File: src/rtl/spi_flash_reader.sv
// SPI NOR flash word reader: wakes the device (0xAB), then serves 0x03 reads returning 32-bit words.
// Latency: data_valid_o pulses 1 + 128*CLK_DIV cycles after the cycle start_i is accepted.
// Backpressure: start_i is only honoured while busy_o=0; requests during busy are dropped, never queued.
module spi_flash_reader #(
    parameter int CLK_DIV          = 2,
    parameter int CS_HIGH_CYCLES   = 4,
    parameter int WAKE_WAIT_CYCLES = 8
) (
    input  logic        clk_i,
    input  logic        rst_i,
    input  logic        start_i,
    input  logic [23:0] addr_i,
    output logic        busy_o,
    output logic [31:0] data_o,
    output logic        data_valid_o,
    output logic        flash_csn,
    output logic        flash_clk,
    output logic        flash_mosi,
    input  logic        flash_miso,
    output logic        flash_wpn,
    output logic        flash_holdn
);

    typedef enum logic [2:0] {
        WAKE_CMD,
        WAKE_WAIT,
        IDLE,
        XFER,
        DESELECT
    } state_t;

    localparam logic [7:0]  DIV_LAST  = 8'(CLK_DIV - 1);
    localparam logic [15:0] WAKE_LAST = 16'(WAKE_WAIT_CYCLES - 1);
    localparam logic [15:0] CSH_LAST  = 16'(CS_HIGH_CYCLES - 1);

    state_t      state, state_d;
    logic        csn_q, csn_d;
    logic        sclk_q, sclk_d;
    logic [31:0] tx_q, tx_d;      // outgoing bits, MSB drives flash_mosi
    logic [30:0] rx_q, rx_d;      // incoming data bits, first bit deepest
    logic [31:0] rx_next;         // rx history including the bit sampled this cycle
    logic [31:0] data_q, data_d;
    logic [6:0]  bit_q, bit_d;
    logic [7:0]  div_q, div_d;
    logic [15:0] gap_q, gap_d;    // csn-high dwell counter for WAKE_WAIT and DESELECT
    logic        dv_q, dv_d;
    logic [6:0]  last_bit;

    assign rx_next = {rx_q, flash_miso};

    // Next-state and datapath update; one shared bit engine serves both the wake command and reads.
    always_comb begin
        state_d  = state;
        csn_d    = csn_q;
        sclk_d   = sclk_q;
        tx_d     = tx_q;
        rx_d     = rx_q;
        data_d   = data_q;
        bit_d    = bit_q;
        div_d    = div_q;
        gap_d    = gap_q;
        dv_d     = 1'b0;
        last_bit = (state == WAKE_CMD) ? 7'd7 : 7'd63;

        case (state)
            WAKE_CMD, XFER: begin
                if (state == WAKE_CMD && csn_q) begin
                    // First cycle out of reset: load the release-power-down opcode and select.
                    tx_d   = {8'hAB, 24'h000000};
                    csn_d  = 1'b0;
                    sclk_d = 1'b0;
                    bit_d  = 7'd0;
                    div_d  = 8'd0;
                end else if (div_q != DIV_LAST) begin
                    div_d = div_q + 8'd1;
                end else begin
                    div_d = 8'd0;
                    if (!sclk_q) begin
                        sclk_d = 1'b1;
                    end else begin
                        // Last high-phase cycle: sample miso, present the next mosi bit.
                        sclk_d = 1'b0;
                        tx_d   = {tx_q[30:0], 1'b0};
                        if (bit_q[5]) begin
                            rx_d = rx_next[30:0];
                        end
                        if (bit_q == last_bit) begin
                            csn_d = 1'b1;
                            gap_d = 16'd0;
                            if (state == XFER) begin
                                dv_d    = 1'b1;
                                data_d  = {rx_next[7:0], rx_next[15:8], rx_next[23:16], rx_next[31:24]};
                                state_d = DESELECT;
                            end else begin
                                state_d = WAKE_WAIT;
                            end
                        end else begin
                            bit_d = bit_q + 7'd1;
                        end
                    end
                end
            end
            WAKE_WAIT: begin
                if (gap_q == WAKE_LAST) begin
                    state_d = IDLE;
                end else begin
                    gap_d = gap_q + 16'd1;
                end
            end
            IDLE: begin
                if (start_i) begin
                    tx_d    = {8'h03, addr_i};
                    rx_d    = 31'd0;
                    csn_d   = 1'b0;
                    sclk_d  = 1'b0;
                    bit_d   = 7'd0;
                    div_d   = 8'd0;
                    state_d = XFER;
                end
            end
            DESELECT: begin
                if (gap_q == CSH_LAST) begin
                    state_d = IDLE;
                end else begin
                    gap_d = gap_q + 16'd1;
                end
            end
            default: state_d = WAKE_CMD;
        endcase
    end

    // State register; reset always restarts the wake sequence.
    always_ff @(posedge clk_i) begin
        if (rst_i) begin
            state <= WAKE_CMD;
        end else begin
            state <= state_d;
        end
    end

    // Datapath and pin registers; reset deselects the flash immediately.
    always_ff @(posedge clk_i) begin
        if (rst_i) begin
            csn_q  <= 1'b1;
            sclk_q <= 1'b0;
            tx_q   <= 32'd0;
            rx_q   <= 31'd0;
            data_q <= 32'd0;
            bit_q  <= 7'd0;
            div_q  <= 8'd0;
            gap_q  <= 16'd0;
            dv_q   <= 1'b0;
        end else begin
            csn_q  <= csn_d;
            sclk_q <= sclk_d;
            tx_q   <= tx_d;
            rx_q   <= rx_d;
            data_q <= data_d;
            bit_q  <= bit_d;
            div_q  <= div_d;
            gap_q  <= gap_d;
            dv_q   <= dv_d;
        end
    end

    assign busy_o       = (state != IDLE);
    assign data_o       = data_q;
    assign data_valid_o = dv_q;
    assign flash_csn    = csn_q;
    assign flash_clk    = sclk_q;
    assign flash_mosi   = tx_q[31];
    assign flash_wpn    = 1'b1;
    assign flash_holdn  = 1'b1;

endmodule

File: config.mk
export PLATFORM = sky130hd
export DESIGN_NAME = spi_flash_reader
export DESIGN_NICKNAME = d
export VERILOG_FILES = /design/src/rtl/spi_flash_reader.sv
export SDC_FILE = /design/constraint.sdc
export NUM_CORES = 1
export LEC_CHECK = 0
export ABC_AREA = 1
export CAP_MARGIN = 30
export CORE_ASPECT_RATIO = 1.75
export CORE_MARGIN = 3
export CORE_UTILIZATION = 54
export DETAILED_ROUTE_END_ITERATION = 10
export DONT_BUFFER_PORTS = 1
export PLACE_DENSITY = 0.69
export SETUP_SLACK_MARGIN = 0.2
export SLEW_MARGIN = 10
export SYNTH_ARGS = -nofsm -noshare
export SYNTH_HDL_FRONTEND = slang
export SYNTH_SLANG_ARGS = --single-unit
File: constraint.sdc
create_clock -name clk_i -period 4.4 [get_ports clk_i]
set_input_delay 0.22 -clock clk_i [delete_from_list [all_inputs] [get_ports clk_i]]
set_output_delay 0.22 -clock clk_i [all_outputs]
set_load 0.02 [all_outputs]
==> impl_metrics.py <==
metrics = {
    "power_and_ir_drop": {
        "pwr-share-seq_pct": 41.2,
        "p_leak_nw": 2.734,
        "p_switching_mw": 1.092,
        "p_per_area_nw_per_um2": 508.1,
        "p_int_mw": 2.372,
        "clock_power_share_pct": 40.0,
        "peakVddDrop_uv": 314.0,
        "switching_share_pct": 31.53,
        "power_frac_comb_pct": 18.8,
    },
    "floorplan": {
        "initial_core_util_pct": 55.47,
        "die_h_um": 147.7,
        "ios": 67,
        "core_sq_um": 11170,
        "dieArea_sq_um": 12840,
        "die_w_um": 86.97,
        "rows": 51,
    },
    "critical_path": {
        "critical_path_class": "reg2reg",
        "r2r_setup_slack_ns": 2.04,
        "critical_path.max_fanout": 55,
        "regToRegStartpoint": "state[0]",
        "critPathCaptureType": "flop",
        "timing.rr.end": "bit_q[0]",
        "max_stage_delay_ns": 0.42,
        "path_common_cell": "nor2_4",
        "worstPathCellList": "nor2_2, nand3_4, nand2_2, nor2_4, nor2_4, inv_6, nor2_4, nand2_1, nand2_1, nor2_1",
        "start_kind": "flop",
        "cp_slowest_cell": "nand2_2",
        "reg2reg_depth": 10,
        "crit_required_ns": 4.70,
        "crit_arrival_ns": 2.65,
    },
    "global_routing": {
        "grt_pass1_wl_mm": 23.91,
        "grt.total_usage_pct": 23.05,
        "grt_max_degree": 63,
        "grt_pass1_vias": 5393,
        "grt_overflow": 0,
        "antenna_found_initial": 0,
    },
    "logic_synthesis": {
        "synth.avg_cell_area_sq_um": 7.088,
        "synthArstFlopShare_pct": 0,
        "yosys_register_bits": 132,
        "ys_types": 37,
        "synth_edf_count": 0,
        "seq_area_frac_synth_pct": 42.66,
        "yosys_warnings": 0,
        "synth_area_sq_um": 6195,
        "syn_inst": 874,
        "synthFlopType": "dfxtp_1",
    },
    "final_layout": {
        "multi_input_area_sq_um": 2826,
        "design_area_sq_um": 6817,
        "area_growth_pct": 10.04,
        "n_fill_cell": 1016,
        "layout.cells.non_filler": 1002,
        "diodes": 0,
        "final_nets": 889,
        "layout-drive-gt1-share_pct": 9.310,
        "seq_area_sq_um": 2643,
    },
    "route": {
        "dr_wl_met3_um": 683,
        "wl_mm": 14.03,
        "avgViaCountPerCell": 5.473,
        "drtPass1Iterations": 7,
        "drc_errors": 0,
        "postRouteAntennaNets": 0,
        "wl_met2_mm": 7.445,
        "vias": 5484,
        "wl_per_cell_um": 14.00,
        "drt-initial-drc-count": 272,
        "top_layer": "met4",
        "wl_met1_mm": 5.484,
    },
    "placed_design": {
        "dpl.cell_count": 968,
        "gp_congestion": 0.9117,
        "place_area_sq_um": 6196,
        "dp_hpwl_mm": 9.384,
        "portBuffers": 0,
    },
    "sta": {
        "rsz0062_at_grt": "no",
        "finalCritPeriodShare_pct": 53.54,
        "timing.final.crit_period_ns": 2.356,
        "clock_skew_ns": 0.009034,
        "maxSlewHeadroom_pct": 42.60,
        "timing.setup.tns_ns": 0,
        "slew_violations": 0,
        "worstMarginPinSlew_ns": 0.8600,
        "hold_viol": 0,
        "max_freq_ghz": 0.4245,
        "setup_viol": 0,
    },
    "clock_network": {
        "cts_max_path_buffers": 2,
        "numCtsBuffers": 17,
        "postCtsResizedCells": 0,
        "cts.sinks": 132,
        "cts_tree": "yes",
        "post_cts_buffers": 0,
        "cts_root_buf": "clkbuf_16",
        "cts_hold_buf": 2,
        "clk_latency_ns": 0.41,
        "htree_levels": 4,
        "cts.clk_slew.worst_paths_ns": 0.06,
    },
    "status": {
        "status": "finished clean",
    },
    "run": {
        "maxCapViolations": 0,
    },
    "worst_hold_path": {
        "hp-class": "in2reg",
        "whs_path_depth": 2,
        "hold_end": "tx_q[0]",
        "min-delay-start": "start_i",
    },
}
[final cells by class]
| type | count | area share [%] |
|---|---|---|
| Multi-Input combinational cell | 566 | 41.46 |
| Sequential cell | 132 | 38.77 |
| Inverter | 133 | 7.397 |
| Clock buffer | 18 | 6.296 |
| Tap cell | 132 | 2.423 |
| Clock inverter | 14 | 2.258 |
| Timing Repair Buffer | 7 | 1.395 |
[critical path, delay by kind of cell, from the launching register on]
family        cells  cell delay, ns
buf+inv           1            0.22
simple gates      9            1.64
flops             1            0.37
[layer usage]
layer  up-vias  track usage [%]
li1       2803                -
met1      2511            25.05
met2       136            41.13
met3        34            5.187
met4         0            10.92
met5         -                0
[worst max path at each step]
stage	startpoint	endpoint	cells after the start
2_1_floorplan	div_q[0]	gap_q[11]	11
5_1_grt	state[0]	bit_q[0]	10
3_3_place_gp	state[0]	bit_q[0]	10
3_5_place_dp	state[0]	bit_q[0]	10
4_1_cts	state[0]	bit_q[0]	10
6_report	state[0]	bit_q[0]	10
[cell usage in the layout, fill, tap and decap left out, types with 4 or more instances in the layout]
master | netlist | routed
nor3_2 | 12 | 11
nor2_1 | 52 | 52
nor3_1 | 32 | 32
clkbuf_16 | 0 | 17
o21ai_1 | 22 | 22
inv_6 | 1 | 4
nor2_4 | 5 | 5
inv_1 | 127 | 127
buf_4 | 10 | 4
nand2_1 | 157 | 157
inv_2 | 4 | 4
nand3_1 | 46 | 46
nand2_2 | 4 | 4
or2_2 | 4 | 4
dfxtp_1 | 132 | 132
a21oi_1 | 117 | 117
nand4_1 | 12 | 12
ha_1 | 4 | 4
clkinvlp_4 | 0 | 5
o21ai_0 | 70 | 70
[registers in the layout, summed over array words and instances, names as in the netlist]
| name | cells |
|---|---|
| data_o | 32 |
| tx_q | 32 |
| rx_q | 31 |
| gap_q | 16 |
| div_q | 8 |
| bit_q | 7 |
| state | 3 |
| data_valid_o | 1 |
| flash_clk | 1 |
| flash_csn | 1 |
[Yosys cell counts, types with 2 or more instances]
cell type  number  area (sq um)
buf_4          10         75.07
nand4_1        12         75.07
dfxtp_1       132          2643
nand2_1       157         589.3
buf_2          11         55.05
nor3b_1         3         22.52
nand3_1        46         230.2
nand2_2         4         25.02
nor3_1         32         160.2
nand3_2         3         30.03
inv_2           4         15.01
inv_1         127         476.7
o21ai_1        22         110.1
clkbuf_1       21         78.83
nor3_2         12         120.1
o21ai_2         2         17.52
a21oi_1       117         585.6
a31o_2          2         17.52
ha_1            4         50.05
nand3_4         2         35.03
o211ai_1        3         22.52
xor2_1          3         26.28
nor2_2          3         18.77
nor2_4          5         56.30
nor2_1         52         195.2
o21ai_0        70         350.3
or2_2           4         25.02
buf_6           2         22.52
[logic make-up (layout without fill, tap and decap cells)]
kind of cell	count (synthesis)	after routing	synth area share [%]
buf+inv	177	172	11.88
fa+ha+maj	4	4	0.8079
xor+xnor	4	4	0.5656
other cells	1	2	0.06054
simple gates	338	338	25.95
compound gates	218	218	18.08
flops	132	132	42.66
[stage by stage]
stage / power (mW) / setup WS (ns) / util [%] / hold WS [ns]
after floorplan: 2.007 / 2.687 / - / 0.3407
after global placement: 2.054 / 2.156 / 55.24 / 0.2984
after detailed placement: 2.087 / 2.074 / 55.48 / 0.3001
after CTS: 3.492 / 2.064 / 61.04 / 0.01614
after global routing: 3.657 / 1.801 / 61.04 / 0.01444
final: 3.464 / 2.044 / 61.04 / 0.03916
[power by group through the flow]
stage                     Sequential (mW)  Clock [mW]  Combinational [mW]
after floorplan                      1.43           0               0.577
after global placement               1.45           0               0.609
after detailed placement             1.45           0               0.634
after CTS                            1.43        1.41               0.651
after global routing                 1.44        1.47               0.749
final                                1.43        1.39               0.650
(Power assumes the default switching activity.)
